## src/rtl/auto_bcd_counter_nd.sv

```systemverilog
// Purpose: free-running multi-digit BCD counter with prescaler, modulus, up/down, pause, clear key and 7-seg decode.
// Latency: bcd/wrap update one cycle after a tick; segments are combinational from bcd; clear lands 3 edges after KEY_2 falls.
// Backpressure: none; SW16 = 0 pauses the prescaler and the count, otherwise the counter always advances.
//
// Ports:
//   PIN_Y2   clock, rising edge
//   KEY_3    async active-low reset
//   KEY_2    active-low clear key (asynchronous, synchronised internally)
//   SW17     direction, 0 = up, 1 = down
//   SW16     run enable, 1 = count, 0 = pause
//   bcd      count, digit k at [4k+3:4k], digit 0 least significant
//   wrap     one-cycle pulse after a wrapping step
//   segments active-low a..g per digit, digit k at [7k+6:7k], bit 7k = a
module auto_bcd_counter_nd #(
    parameter int DIGITS    = 4,
    parameter int PRESCALE  = 50000000,
    parameter int MAX_COUNT = 9999,
    parameter int BLANK_LZ  = 0
) (
    input  logic                  PIN_Y2,
    input  logic                  KEY_3,
    input  logic                  KEY_2,
    input  logic                  SW17,
    input  logic                  SW16,
    output logic [4*DIGITS-1:0]   bcd,
    output logic                  wrap,
    output logic [7*DIGITS-1:0]   segments
);

    localparam int PW = (PRESCALE > 1) ? $clog2(PRESCALE) : 1;
    localparam logic [PW-1:0] PRE_LAST = PW'(PRESCALE - 1);

    // Decimal modulus -> packed BCD, evaluated at elaboration.
    function automatic logic [4*DIGITS-1:0] to_bcd(input int v);
        logic [4*DIGITS-1:0] r;
        int t;
        r = '0;
        t = v;
        for (int k = 0; k < DIGITS; k++) begin
            r[4*k +: 4] = 4'(t % 10);
            t = t / 10;
        end
        return r;
    endfunction

    localparam logic [4*DIGITS-1:0] MAX_BCD = to_bcd(MAX_COUNT);

    generate
        if (DIGITS < 1 || DIGITS > 8) begin : g_bad_digits
            $error("auto_bcd_counter_nd: DIGITS must be 1..8");
        end
        if (PRESCALE < 1) begin : g_bad_prescale
            $error("auto_bcd_counter_nd: PRESCALE must be >= 1");
        end
        if (MAX_COUNT < 0 || MAX_COUNT > 10**DIGITS - 1) begin : g_bad_max
            $error("auto_bcd_counter_nd: MAX_COUNT does not fit in DIGITS decimal digits");
        end
    endgenerate

    // Ripple increment: a digit at 9 rolls to 0 and carries into the next one.
    function automatic logic [4*DIGITS-1:0] bcd_inc(input logic [4*DIGITS-1:0] v);
        logic [4*DIGITS-1:0] r;
        logic                c;
        r = v;
        c = 1'b1;
        for (int k = 0; k < DIGITS; k++) begin
            if (c) begin
                if (r[4*k +: 4] == 4'd9) begin
                    r[4*k +: 4] = 4'd0;
                end else begin
                    r[4*k +: 4] = r[4*k +: 4] + 4'd1;
                    c = 1'b0;
                end
            end
        end
        return r;
    endfunction

    // Ripple decrement: a digit at 0 rolls to 9 and borrows from the next one.
    function automatic logic [4*DIGITS-1:0] bcd_dec(input logic [4*DIGITS-1:0] v);
        logic [4*DIGITS-1:0] r;
        logic                b;
        r = v;
        b = 1'b1;
        for (int k = 0; k < DIGITS; k++) begin
            if (b) begin
                if (r[4*k +: 4] == 4'd0) begin
                    r[4*k +: 4] = 4'd9;
                end else begin
                    r[4*k +: 4] = r[4*k +: 4] - 4'd1;
                    b = 1'b0;
                end
            end
        end
        return r;
    endfunction

    function automatic logic [6:0] seg7(input logic [3:0] d);
        logic [6:0] s;
        case (d)
            4'd0:    s = 7'b1000000;
            4'd1:    s = 7'b1111001;
            4'd2:    s = 7'b0100100;
            4'd3:    s = 7'b0110000;
            4'd4:    s = 7'b0011001;
            4'd5:    s = 7'b0010010;
            4'd6:    s = 7'b0000010;
            4'd7:    s = 7'b1111000;
            4'd8:    s = 7'b0000000;
            4'd9:    s = 7'b0010000;
            default: s = 7'b1111111;
        endcase
        return s;
    endfunction

    // Clear key: two flops for metastability, a third to find the falling edge
    // of the synchronised level so a held key produces a single clear.
    logic key_s1;
    logic key_s2;
    logic key_s3;
    logic clr;

    always_ff @(posedge PIN_Y2 or negedge KEY_3) begin
        if (!KEY_3) begin
            key_s1 <= 1'b1;
            key_s2 <= 1'b1;
            key_s3 <= 1'b1;
        end else begin
            key_s1 <= KEY_2;
            key_s2 <= key_s1;
            key_s3 <= key_s2;
        end
    end

    assign clr = key_s3 & ~key_s2;

    // Prescaler holds while paused so a resumed period completes, not restarts.
    logic [PW-1:0] pres;
    logic          tick;

    assign tick = SW16 && (pres == PRE_LAST);

    always_ff @(posedge PIN_Y2 or negedge KEY_3) begin
        if (!KEY_3) begin
            pres <= '0;
        end else if (clr) begin
            pres <= '0;
        end else if (SW16) begin
            pres <= tick ? '0 : pres + PW'(1);
        end
    end

    // Counter; clear wins over a coincident tick and never raises wrap.
    always_ff @(posedge PIN_Y2 or negedge KEY_3) begin
        if (!KEY_3) begin
            bcd  <= '0;
            wrap <= 1'b0;
        end else if (clr) begin
            bcd  <= '0;
            wrap <= 1'b0;
        end else if (tick) begin
            if (!SW17) begin
                if (bcd == MAX_BCD) begin
                    bcd  <= '0;
                    wrap <= 1'b1;
                end else begin
                    bcd  <= bcd_inc(bcd);
                    wrap <= 1'b0;
                end
            end else begin
                if (bcd == '0) begin
                    bcd  <= MAX_BCD;
                    wrap <= 1'b1;
                end else begin
                    bcd  <= bcd_dec(bcd);
                    wrap <= 1'b0;
                end
            end
        end else begin
            wrap <= 1'b0;
        end
    end

    // upper_nz[k]: some digit at position k or above is non-zero.
    logic [DIGITS-1:0] upper_nz;

    generate
        for (genvar k = 0; k < DIGITS; k++) begin : g_digit
            assign upper_nz[k] = |bcd[4*DIGITS-1:4*k];
            if (k == 0) begin : g_lsd
                assign segments[6:0] = seg7(bcd[3:0]);
            end else begin : g_upper
                assign segments[7*k +: 7] = ((BLANK_LZ != 0) && !upper_nz[k])
                                            ? 7'b1111111
                                            : seg7(bcd[4*k +: 4]);
            end
        end
    endgenerate

endmodule
```

## config.mk

```make
export PLATFORM = sky130hd
export DESIGN_NAME = auto_bcd_counter_nd
export DESIGN_NICKNAME = d
export VERILOG_FILES = /design/src/rtl/auto_bcd_counter_nd.sv
export SDC_FILE = /design/constraint.sdc
export NUM_CORES = 1
export LEC_CHECK = 0
export BUFFER_PORTS_ARGS = -buffer_cell sky130_fd_sc_hd__buf_4
export CAP_MARGIN = 20
export CORE_MARGIN = 4
export CORE_UTILIZATION = 30
export CTS_BUF_LIST = sky130_fd_sc_hd__clkbuf_4 sky130_fd_sc_hd__clkbuf_8
export CTS_CLUSTER_SIZE = 8
export DETAILED_ROUTE_END_ITERATION = 10
export GPL_TIMING_DRIVEN = 0
export REMOVE_ABC_BUFFERS = 1
export SETUP_SLACK_MARGIN = 0.2
export SLEW_MARGIN = 20
export SYNTH_ARGS = -nofsm -noshare
export SYNTH_HDL_FRONTEND = slang
export SYNTH_SLANG_ARGS = --single-unit
```

## constraint.sdc

```tcl
create_clock -name PIN_Y2 -period 3.6 [get_ports PIN_Y2]
set_clock_uncertainty 0.15 [all_clocks]
set_input_delay 0.36 -clock PIN_Y2 [delete_from_list [all_inputs] [get_ports PIN_Y2]]
set_output_delay 0.36 -clock PIN_Y2 [all_outputs]
set_load 0.005 [all_outputs]
```

==> impl_metrics.env, run 1 <==
export IMPL_firstDrtPassIters=4
export IMPL_grt_max_degree=47
export IMPL_synth_area_um2=3760
export IMPL_setup_violations_final=0
export IMPL_pin_count=50
export IMPL_synth_edf_count=0
export IMPL_diodes=0
export IMPL_cp_data_arrival_time_ns=2.81
export IMPL_slowest_delay_ns=0.48
export IMPL_drc=0
export IMPL_routed_via_count=3467
export IMPL_grt_pass1_wl_um=16000
export IMPL_fin_ws_ns=0.847
export IMPL_core_region_area_um2=12200
export IMPL_grtUsageMet2_pct=22.2
export IMPL_vias_per_cell=5.17
export IMPL_globalRouteOverflowTotal=0
export IMPL_yosysWarnings=0
export IMPL_tightest_slew_ns=0.727
export IMPL_chipHeight_um=120
export IMPL_status="completed"
export IMPL_nNetsFinal=527
export IMPL_min_period_ns=2.75
export IMPL_synth_main_ff_cell="dfrtp_1"
export IMPL_clk_latency_ns=0.31
export IMPL_clkTransAtPathRegs_ns=0.09
export IMPL_routed_wl_um=9320
export IMPL_start_util_pct=31.0
export IMPL_ff2ff_setup_slack_ns=0.85
export IMPL_required_ns=3.66
export IMPL_cts_tree="done"
export IMPL_cts_sinks=46
export IMPL_grt_busiest_layer="met2"
export IMPL_yosysSeqAreaShare_pct=30.7
export IMPL_hold_path_class="reg2reg"
export IMPL_avgSynthCellArea_um2=8.06
export IMPL_ys_seq_elements=46
export IMPL_die_w_um=120
export IMPL_final_cell_mix="nor2_1, buf_4, nand2_1"
export IMPL_power_density_nw_per_um2=220
export IMPL_pre_cts_ws_ns=0.849
export IMPL_cts_resized_gates=0
export IMPL_max_vdd_ir_drop_mv=0.119
export IMPL_crit_buf_inv=1
export IMPL_initialDrtViolationCount=185
export IMPL_fmax_ghz=0.363
export IMPL_critPathKind="reg2reg"
export IMPL_ctsHtreeMaxLevel=2
export IMPL_start_kind="flip-flop"
export IMPL_grt_pass1_vias=3276
export IMPL_tns_ns=0
export IMPL_area_growth_pct=16.0
export IMPL_critPathMaxFanout=8
export IMPL_cts_root_buf="clkbuf_8"
export IMPL_synth_cell_types=64
export IMPL_finalHoldViolCount=0
export IMPL_gr_usage_met3_pct=2.07
export IMPL_gp_congestion=0.844
export IMPL_critPathTopFamily="simple AND/OR/NAND/NOR gates"
export IMPL_layout_commonest_cell="nor2_1"
export IMPL_max_slew_margin_pct=51.6
export IMPL_syn_inst=467
export IMPL_wl_per_cell_um=13.9
export IMPL_drive_gt1_share_pct=15.7
export IMPL_rsz0062_at_grt="false"
export IMPL_fin_crit_sh_pct=76.5
export IMPL_std_cell_rows=40
export IMPL_async_flop_share_pct=100
export IMPL_ant_nets=0
export IMPL_cts_setup_buffers=0
export IMPL_path_cells="inv_1 -> ha_1 -> nor3b_1 -> nand4_1 -> a211oi_2 -> nand2b_1 -> a221oi_1"
export IMPL_slew_viol_final=0
export IMPL_end_kind="flip-flop"
export IMPL_grtUsageMet1_pct=17.6
export IMPL_antenna_found_initial=0
export IMPL_cts_inserted_buffers=5
export IMPL_cts_buffer_depth=2
export IMPL_die_area_um2=14400
export IMPL_cpMaxStageDelayCell="dfrtp_1"
export IMPL_maxCapViolCount=0
export IMPL_numPortBuffers=49
export IMPL_grt_usage_pct=13.1
export IMPL_place_hpwl_um=6720
export IMPL_p_leak_nw=1.87
==> sequential cells by signal, summed over array words and instances (netlist names) <==
name / cells
bcd: 16
pres: 26
key_s1: 1
key_s3: 1
key_s2: 1
wrap: 1
==> where the power goes <==
group          leakage [nW]  total [mW]  switching [mW]  internal [mW]
clock network        0.0517       0.342           0.179          0.163
logic                  1.19      0.0731          0.0481         0.0250
registers             0.627       0.548          0.0176          0.530
total                  1.87       0.963           0.245          0.718
==> cells in the mapped netlist, drive strengths merged, types with 4 or more instances <==
cell | n | area [um2]
nor4 | 10 | 98.8
mux2i | 9 | 90.1
nand2 | 45 | 169
nor2b | 5 | 31.3
nand4 | 15 | 115
or3 | 12 | 75.1
or2 | 7 | 43.8
o21ai | 26 | 130
a31oi | 10 | 62.6
xor2 | 8 | 70.1
dfrtp | 43 | 1080
nor3 | 16 | 80.1
and2 | 4 | 25.0
and3 | 5 | 31.3
ha | 21 | 263
nor2 | 53 | 199
a211oi | 7 | 57.6
inv | 16 | 60.1
a21oi | 43 | 215
nand3 | 12 | 60.1
clkbuf | 19 | 71.3
xnor2 | 14 | 123
nand2b | 8 | 50.1
and4 | 6 | 52.6
buf | 6 | 36.3
==> final timing paths <==
| check | depth (start not counted) | startpoint | end |
|---|---|---|---|
| hold reg to reg | 0 | key_s1 | key_s2 |
| setup reg to reg | 7 | bcd[8] | bcd[12] |
| max in group asynchronous | 2 | KEY_3 | bcd[15] |
| setup / recovery | 7 | bcd[8] | bcd[12] |
| min in group asynchronous | 2 | KEY_3 | pres[7] |
| hold / removal | 0 | key_s1 | key_s2 |
==> kinds of logic (layout without fill, tap and decap cells) <==
family | after synthesis | count (layout) | share of synthesized area (%)
flip-flops | 46 | 46 | 30.7
adder cells (fa/ha/maj) | 21 | 21 | 6.98
multiplexers | 10 | 10 | 2.99
AO/OA/AOI/OAI | 112 | 112 | 18.6
AND/OR/NAND/NOR | 212 | 212 | 30.8
XOR/XNOR | 22 | 22 | 5.12
buffers and inverters | 44 | 79 | 4.75
==> worst reg2reg max path, delay by kind of cell, from the launching register on <==
family	cells	cell delay, ns
AND/OR/NAND/NOR	3	0.85
AO/OA/AOI/OAI	2	0.67
flip-flops	1	0.48
adder cells (fa/ha/maj)	1	0.30
buffers and inverters	1	0.20
==> what timing repair did <==
item,4_1_cts,5_1_grt
hold buffers,2,0
endpoints found under the hold margin,44,0
endpoints found under the setup margin,0,0
==> cell type report <==
cell class              instances  area, um2
fillers                      1249       7790
repair buffers                 52        399
multi-input cells             377       2440
flip-flops and latches         46       1150
well taps                     168        210
clock inverters                 1       5.00
inverters                      19       71.3
clock buffers                   7       90.1
==> layer usage <==
layer	up-vias	wire length, um
met5	-	0
met4	0	90
met3	10	311
met2	49	4390
met1	1655	4530
li1	1753	-
==> metrics by stage <==
step           power, mW  util [%]  cell area, um2  hold WS, ns  std cells
2_1_floorplan      0.592         -            3660      -0.0856        442
3_3_place_gp       0.625      34.8            4240        0.199        659
3_5_place_dp       0.629      35.0            4250        0.198        660
4_1_cts            0.977      35.9            4370        0.211        670
5_1_grt             1.01      35.9            4370        0.216        670
6_report           0.963      35.9            4370        0.209        670
Note: power is estimated with default switching activity, not from simulation.
==> inputs of run 2 (changes only) <==
Settings changed: ABC_AREA set to 1.
Clock period 3.6 ns to 2.2 ns, I/O delays scaled along.
==> run 2 against run 1 <==
  * Core utilization is 2.0 points higher
  * Register-to-register slack worse by 0.58 ns
  * Cell count is 20% higher
  * Flip-flop and latch count unchanged
  * Wire length rose by 2.6%
  * Largest cell class unchanged
  * Sequential power grew 100%
  * Largest power group is now combinational logic
  * Worst hold slack worse by 0.18 ns
  * Non-clock buffer count up 15
  * Via count grew 9.4%
  * Highest routed layer unchanged
  * Sequential share of layout area is 1.0 points lower
  * Critical path depth is 3 lower
==> impl_metrics.env, run 2 <==
export IMPL_layout_commonest_cell="nand2_1"
export IMPL_cts_root_buf="clkbuf_8"
export IMPL_max_slew_margin_pct=58.2
export IMPL_final_cell_mix="nand2_1, nor2_1, buf_4"
export IMPL_fillCellCount=1297
export IMPL_synth_area_um2=3760
export IMPL_synth_area_leaders="dfrtp_1, nand2_1, nor2_1"
export IMPL_grt_pass1_wl_um=16000
export IMPL_avgSynthCellArea_um2=6.51
export IMPL_required_ns=1.83
export IMPL_numPortBuffers=49
export IMPL_slew_viol_final=0
export IMPL_cts_tree="done"
export IMPL_routed_wl_um=9560
export IMPL_async_flop_share_pct=100
export IMPL_cts_buffer_depth=2
export IMPL_placed_cells=777
export IMPL_path_cells="inv_1 -> ha_1 -> o21ai_0 -> buf_4"
export IMPL_rsz0062_at_grt="true"
export IMPL_diodes=0
export IMPL_slowest_delay_ns=0.63
export IMPL_synth_compound_area_share_pct=9.09
export IMPL_setup_violations_final=0
export IMPL_globalRouteOverflowTotal=0
export IMPL_gp_congestion=0.853
export IMPL_initialDrtViolationCount=220
export IMPL_fmax_ghz=0.508
export IMPL_grt_usage_pct=13.0
export IMPL_die_area_um2=14400
export IMPL_wl_per_cell_um=11.9
export IMPL_antenna_found_initial=0
export IMPL_synthMuxAreaShare_pct=0
export IMPL_core_region_area_um2=12100
export IMPL_synth_edf_count=0
export IMPL_cts_inserted_buffers=5
export IMPL_max_vdd_ir_drop_mv=0.240
export IMPL_grt_max_degree=47
export IMPL_end_kind="output pin"
export IMPL_area_growth_pct=22.1
export IMPL_critPathKind="reg2out"
export IMPL_min_period_ns=1.97
export IMPL_top_register="pres"
export IMPL_reg_top3="pres (26), bcd (16)"
export IMPL_place_hpwl_um=6850
export IMPL_status="completed"
export IMPL_std_cell_rows=40
export IMPL_power_density_nw_per_um2=797
export IMPL_largest_register_ffs=26
export IMPL_maxCapViolCount=0
export IMPL_syn_inst=577
export IMPL_synth_main_ff_cell="dfrtp_1"
export IMPL_critPathMaxFanout=14
export IMPL_cp_data_arrival_time_ns=1.60
export IMPL_multi_input_area_um2=2320
export IMPL_vias_per_cell=4.72
export IMPL_chipHeight_um=120
export IMPL_final_cells=804
export IMPL_power_mw=3.66
export IMPL_cts_sinks=46
export IMPL_synth_cell_types=36
export IMPL_clkTransAtPathRegs_ns=0.10
export IMPL_ys_top_cells_by_count="nand2_1, nor2_1, inv_1"
export IMPL_ctsHtreeMaxLevel=2
export IMPL_pin_count=50
export IMPL_clk_latency_ns=0.31
export IMPL_hold_path_class="in2reg"
export IMPL_cpMaxStageDelayCell="dfrtp_1"
export IMPL_drc=0
export IMPL_die_w_um=120
export IMPL_start_util_pct=31.0
export IMPL_synth_top_family_by_area="simple AND/OR/NAND/NOR gates"
export IMPL_regArea_um2=1170
export IMPL_synth_xor_area_share_pct=2.56
export IMPL_yosysTopAreaCell="dfrtp_1"
export IMPL_finalHoldViolCount=0
export IMPL_yosysSeqAreaShare_pct=30.7
export IMPL_synth_top_cell_area_share_pct=28.6
export IMPL_drive_gt1_share_pct=18.2
export IMPL_p_leak_nw=2.31
export IMPL_tightest_slew_ns=0.628
export IMPL_fin_crit_sh_pct=89.5
export IMPL_routed_via_count=3794
export IMPL_synthAdderAreaFrac_pct=7.00
export IMPL_ant_nets=0
export IMPL_grt_pass1_vias=3464
export IMPL_synthSimpleGateAreaFrac_pct=41.5
export IMPL_yosysWarnings=0
export IMPL_yosysMostFrequentCell="nand2_1"
export IMPL_firstDrtPassIters=4
export IMPL_ys_seq_elements=46
export IMPL_start_kind="flip-flop"
export IMPL_nNetsFinal=661
==> run 2: logic make-up (layout without fill, tap and decap cells) <==
kind of cell,Yosys count,in the layout
simple gates,356,357
buf+inv,79,137
fa+ha+maj,21,21
xor+xnor,11,11
flops,46,46
compound gates,64,64
==> run 2: stage by stage <==
| step | TNS (ns) | area (um2) | utilization [%] | setup WS, ns | hold WS [ns] |
|---|---|---|---|---|---|
| after detailed placement | -2.03 | 4220 | 34.9 | -0.403 | 0.133 |
| after CTS | 0 | 4480 | 37.0 | 0.201 | 0.0265 |
| final | 0 | 4590 | 37.9 | 0.230 | 0.0260 |
| after global placement | -1.87 | 4220 | 34.9 | -0.395 | 0.129 |
| after global routing | 0 | 4590 | 37.9 | 0.120 | 0.0393 |
| after floorplan | 0 | 3650 | - | 0.189 | -0.226 |
==> run 2: where the power goes <==
group | internal [mW] | switching, mW
Clock | 0.485 | 0.304
Combinational | 0.849 | 0.918
Sequential | 0.940 | 0.160
Total | 2.27 | 1.38
==> run 2: layout make-up <==
type	instances	area share (%)
multi-input combinational	453	50.7
sequential	46	25.4
timing repair buffer	67	11.1
inverter	62	5.16
tap	168	4.58
clock buffer	6	1.80
clock inverter	2	1.31
==> run 2: worst paths after layout <==
path	depth (start not counted)	to	slack, ns	start
min in group asynchronous	2	pres[25]	0.31	KEY_3
max in group asynchronous	2	bcd[6]	1.12	KEY_3
worst max-delay path	4	segments[25]	0.23	bcd[14]
worst min register to register	0	key_s2	0.21	key_s1
worst min-delay path	3	pres[16]	0.03	SW16
worst max register to register	10	pres[20]	0.27	pres[1]
==> run 2: critical path, delay by kind of cell, from the launching register on <==
kind                     cells  cell delay, ns
adder cells (fa/ha/maj)      1            0.22
buffers and inverters        2            0.28
flip-flops                   1            0.63
AO/OA/AOI/OAI                1            0.16
==> run 2: timing repair <==
action	CTS	global route
pin swaps	0	3
gates resized for setup	14	22
buffers inserted	7	9
endpoints found under the hold margin	44	0
gates cloned	0	1
setup endpoints to repair	51	42
hold buffers	2	0
==> run 2: per-layer routing <==
layer | track usage (%) | share of wire [%]
met1 | 16.8 | 46
met2 | 23.0 | 49
met3 | 2.26 | 4.2
met4 | 2.22 | 1.1
met5 | 0 | 0
